## src/rtl/score_bcd_converter.sv

```systemverilog
// Iterative shift-add-3 binary-to-BCD converter for the score display.
// Re-converts whenever the sampled score changes; the bcd output is double-buffered.
module score_bcd_converter #(
   parameter int DIGITS = 6,
   parameter int BIN_W  = 20
) (
   input  logic                  clk,
   input  logic                  reset,
   input  logic [31:0]           score,
   output logic [4*DIGITS-1:0]   bcd,
   output logic                  valid,
   output logic                  busy,
   output logic                  update,
   output logic                  overflow
);

   localparam int               BCD_W     = 4 * DIGITS;
   localparam logic [31:0]      MAX_VAL   = 32'(10 ** DIGITS - 1);
   localparam logic [BIN_W-1:0] MAX_OP    = BIN_W'(MAX_VAL);
   localparam logic [4:0]       LAST_ITER = 5'(BIN_W - 1);

   typedef enum logic [1:0] {
      S_IDLE,
      S_SHIFT,
      S_DONE
   } state_t;

   state_t             r_state;
   logic [BIN_W-1:0]   r_operand;
   logic [BCD_W-1:0]   r_scratch;
   logic [4:0]         r_count;
   logic [31:0]        r_last_score;
   logic               r_first;
   logic               r_ovf;

   logic [BIN_W-1:0]   w_operand;
   logic               w_ovf;
   logic [BCD_W-1:0]   w_adj;
   logic               w_start;

   // Negative scores display as zero; anything above the display range saturates.
   // NOTE: every always_comb output gets a default first so no latch is inferred.
   always_comb begin
      w_operand = score[BIN_W-1:0];
      w_ovf     = 1'b0;
      if (score[31]) begin
         w_operand = '0;
      end else if (score > MAX_VAL) begin
         w_operand = MAX_OP;
         w_ovf     = 1'b1;
      end
   end

   always_comb begin
      w_adj = r_scratch;
      for (int d = 0; d < DIGITS; d++) begin
         if (r_scratch[4*d +: 4] >= 4'd5) begin
            w_adj[4*d +: 4] = r_scratch[4*d +: 4] + 4'd3;
         end
      end
   end

   assign w_start = (score != r_last_score) || r_first;

   // NOTE: sequential state uses non-blocking assignments only, so every register
   // samples pre-edge values regardless of statement order.
   always_ff @(posedge clk or posedge reset) begin
      if (reset) begin
         r_state      <= S_IDLE;
         r_operand    <= '0;
         r_scratch    <= '0;
         r_count      <= '0;
         r_last_score <= '0;
         r_first      <= 1'b1;
         r_ovf        <= 1'b0;
         bcd          <= '0;
         valid        <= 1'b0;
         busy         <= 1'b0;
         update       <= 1'b0;
         overflow     <= 1'b0;
      end else begin
         update <= 1'b0;
         case (r_state)
            S_IDLE: begin
               if (w_start) begin
                  r_operand    <= w_operand;
                  r_ovf        <= w_ovf;
                  r_scratch    <= '0;
                  r_count      <= '0;
                  r_last_score <= score;
                  r_first      <= 1'b0;
                  busy         <= 1'b1;
                  r_state      <= S_SHIFT;
               end
            end
            S_SHIFT: begin
               // Bits leaving the top of the scratch are always zero thanks to saturation.
               r_scratch <= {w_adj[BCD_W-2:0], r_operand[BIN_W-1]};
               r_operand <= {r_operand[BIN_W-2:0], 1'b0};
               r_count   <= r_count + 5'd1;
               if (r_count == LAST_ITER) begin
                  r_state <= S_DONE;
               end
            end
            S_DONE: begin
               bcd      <= r_scratch;
               valid    <= 1'b1;
               overflow <= r_ovf;
               update   <= 1'b1;
               busy     <= 1'b0;
               r_state  <= S_IDLE;
            end
            default: r_state <= S_IDLE;
         endcase
      end
   end

endmodule

```

## config.mk

```make
export PLATFORM = sky130hd
export DESIGN_NAME = score_bcd_converter
export DESIGN_NICKNAME = d
export VERILOG_FILES = /design/src/rtl/score_bcd_converter.sv
export SDC_FILE = /design/constraint.sdc
export NUM_CORES = 1
export LEC_CHECK = 0
export ABC_CLOCK_PERIOD_IN_PS = 5500
export CAP_MARGIN = 20
export CELL_PAD_IN_SITES_DETAIL_PLACEMENT = 1
export CELL_PAD_IN_SITES_GLOBAL_PLACEMENT = 1
export CORE_UTILIZATION = 49
export DETAILED_ROUTE_END_ITERATION = 6
export HOLD_SLACK_MARGIN = 0.08
export PLACE_DENSITY_LB_ADDON = 0.1
export SYNTH_ARGS = -nofsm -noshare
export SYNTH_HDL_FRONTEND = slang
export SYNTH_SLANG_ARGS = --single-unit
```

## constraint.sdc

```tcl
create_clock -name clk -period 5.5 [get_ports clk]
set_input_delay 0.55 -clock clk [delete_from_list [all_inputs] [get_ports clk]]
set_output_delay 0.55 -clock clk [all_outputs]
set_load 0.05 [all_outputs]
```

==> results_dict.tcl <==
set metrics [dict create \
    grtUsageMet2_pct 41.3 \
    drc 0 \
    rows 38 \
    dr_total_vias 4019 \
    rrSetupSlack_ns 2.44 \
    grt_pass1_wl_um 21500 \
    clock_path_buffers 2 \
    synth_warnings 0 \
    hold_path_depth 1 \
    reg2reg_depth 6 \
    wl_per_cell_um 18.6 \
    overflow 0 \
    fp.dieH_um 108 \
    synth.avg_cell_area_um2 11.5 \
    insertion_delay_ns 0.52 \
    dpl.hpwl_um 8450 \
    worst-path-max-fanout 35 \
    drv_slew 0 \
    post-place-ws_ns 1.59 \
    path_class "primary input to flip-flop" \
    report.final.setup_viol 0 \
    worstPathArrival_ns 3.77 \
    grt_max_degree 74 \
    clk_pin_slew_ns 0.05 \
    cts_root_buf "clkbuf_8" \
    drive_above_1_share_pct 16.9 \
    cts-resized-gates 0 \
    grt_pass1_vias 4313 \
    period_needed_ns 3.37 \
    status "completed" \
    tns_ns 0 \
    peakVddDrop_uv 187 \
    place_congestion 0.774 \
    timing.rr.start "r_last_score[24]$_DFFE_PP0P_" \
    track_usage_pct 24.7 \
    n_fill_cell 1140 \
    fmax_mhz 296 \
    clock-sinks 113 \
    holdPathEnd "valid$_DFFE_PP0P_" \
    hold_class "flip-flop to flip-flop" \
    core_mm2 0.0108 \
    p_per_area_mw_per_mm2 373 \
    maxCapViolations 0 \
    cp.required_ns 5.89 \
    io_pins 62 \
    antenna_left 0 \
    via_per_inst 5.82 \
    antenna_found_initial 0 \
    syn_inst 476 \
    die_w_um 108 \
    htreeDepth 4 \
    yosysUniqueCellTypes 48 \
    wirelength_um 12900 \
    drt_first_pass_iters 4 \
    fin_nets 585 \
    synth-main-ff-cell "dfrtp_1" \
    synth-seq-cells 113 \
    drt_iter0_markers 189 \
    postCtsHoldBufs 0 \
    fin_crit_sh_pct 61.4 \
    worstMarginPinSlew_ns 0.907 \
    syn_area_mm2 0.00546 \
    start_util_pct 50.4 \
    cp-end-kind "flip-flop" \
    critPathLaunchType "primary input" \
    grtUsageMet1_pct 30.3 \
    reg2reg_to "r_ovf$_DFFE_PP0P_" \
    setup_slack_ns 2.13 \
    synth_edf_count 0 \
    power_leakage_nw 2.95 \
    tritoncts "built" \
    slew_headroom_pct 39.5 \
    syn_nets 523 \
    hp-start "valid$_DFFE_PP0P_" \
    areaGrowthSynthToFinish_pct 22.6 \
    ys_async_sr_fraction_pct 100 \
    dieArea_mm2 0.0116 \
    busiest_layer "met2" \
    ys_seq_area_share_pct 51.8 \
    port_buffers 61 \
    diodes 0 \
    use_met3_pct 5.87 \
    cts-buffers-inserted 17 \
    final_hold_viol_count 0 \
    skew_ns 0.00712 \
    post_cts_buffers 0 \
    rsz0062_at_grt "false" \
]
==> flip-flops by register name, indices dropped and copies added, names as in the netlist <==
signal / flops
r_count: 5
busy: 1
bcd: 24
r_last_score: 32
r_operand: 20
r_first: 1
overflow: 1
r_scratch: 24
r_ovf: 1
update: 1
valid: 1
r_state: 2
==> worst max path at each step <==
| stage | start | end | cells past startpoint |
|---|---|---|---|
| 2_1_floorplan | reset | bcd[0]$_DFFE_PP0P_ | 1 |
| 5_1_grt | score[31] | r_ovf$_DFFE_PP0P_ | 7 |
| 4_1_cts | score[31] | r_ovf$_DFFE_PP0P_ | 7 |
| 3_3_place_gp | score[31] | r_ovf$_DFFE_PP0P_ | 7 |
| 6_report | score[31] | r_ovf$_DFFE_PP0P_ | 7 |
| 3_5_place_dp | score[31] | r_last_score[7]$_DFFE_PP0P_ | 7 |
==> layer usage <==
layer / share of wire [%] / wire, µm
met5: 0 / 0
met4: 1.8 / 235
met3: 3.4 / 439
met2: 51 / 6570
met1: 44 / 5620
==> area by class of cell <==
| type | instances | area [µm²] | area share [%] |
|---|---|---|---|
| clock buffers | 25 | 494 | 7.38 |
| clock inverters | 6 | 30.0 | 0.449 |
| inverters | 28 | 108 | 1.61 |
| multi-input cells | 312 | 2410 | 36.0 |
| flip-flops and latches | 113 | 2830 | 42.3 |
| well taps | 140 | 175 | 2.62 |
| repair buffers | 66 | 648 | 9.68 |
==> synthesized netlist by cell type, types with 3 or more instances <==
cell type	instances	area, µm²
dfrtp_1	112	2800
mux2_2	50	563
nand2_1	35	131
o21ai_0	35	175
inv_1	28	105
xor2_1	25	219
a22o_1	20	175
clkbuf_1	16	60.1
nand2b_1	16	100
a21oi_1	13	65.1
ha_1	13	163
o22ai_1	10	62.6
nor2_1	9	33.8
xnor2_1	8	70.1
nor4_1	7	43.8
o211ai_1	7	52.6
a22oi_1	6	45.0
nor3b_1	6	45.0
o311ai_0	6	52.6
a221o_1	5	50.1
nand4_1	5	31.3
mux2_4	4	60.1
nor3_1	4	20.0
o211a_1	4	40.0
buf_4	3	22.5
o2111a_1	3	33.8
==> metrics by stage <==
stage          power, mW  util [%]  hold slack, ns  instances  instance area [µm²]
2_1_floorplan       1.34         -           0.451        476                 5460
3_3_place_gp        1.53      56.9           0.448        658                 6160
3_5_place_dp        1.55      56.9           0.460        658                 6160
4_1_cts             2.52      61.7           0.477        689                 6690
5_1_grt             2.59      61.8           0.491        690                 6700
6_report            2.50      61.8           0.468        690                 6700
==> placed cells by master, fill, tap and decap left out, types with 7 or more instances in the layout <==
master / n
dfrtp_1: 112
clkbuf_16: 16
nor4_1: 7
nand2b_1: 16
xor2_1: 25
xnor2_1: 8
mux2_2: 50
a21oi_1: 13
nand2_1: 35
inv_1: 27
clkdlybuf4s50_1: 61
o211ai_1: 7
ha_1: 13
o21ai_0: 35
a22o_1: 20
o22ai_1: 10
nor2_1: 9
==> critical path, cell delays in order <==
cell and delay [ns]:
clkdlybuf4s50_1 0.60, xor2_1 0.25, nor4_1 0.34, nand4_1 0.13
or3_1 0.70, nand2_2 0.76, mux2_2 0.42
==> kinds of logic after synthesis <==
| family | share of synthesized area, % |
|---|---|
| buffers and inverters | 4.03 |
| muxes | 11.6 |
| AOI/OAI and AO/OA | 15.5 |
| and+or+nand+nor | 8.80 |
| xor gates and xnor gates | 5.29 |
| DFF | 51.8 |
| adders and majority gates | 2.98 |
==> report_power, final <==
group / switching, mW / internal (mW) / leakage (nW) / total [mW]
sequential: 0.0504 / 0.923 / 1.42 / 0.973
clock: 0.361 / 0.605 / 0.267 / 0.965
combinational: 0.355 / 0.203 / 1.26 / 0.558
total: 0.766 / 1.73 / 2.95 / 2.50
Power figures use the tool's default switching activity.
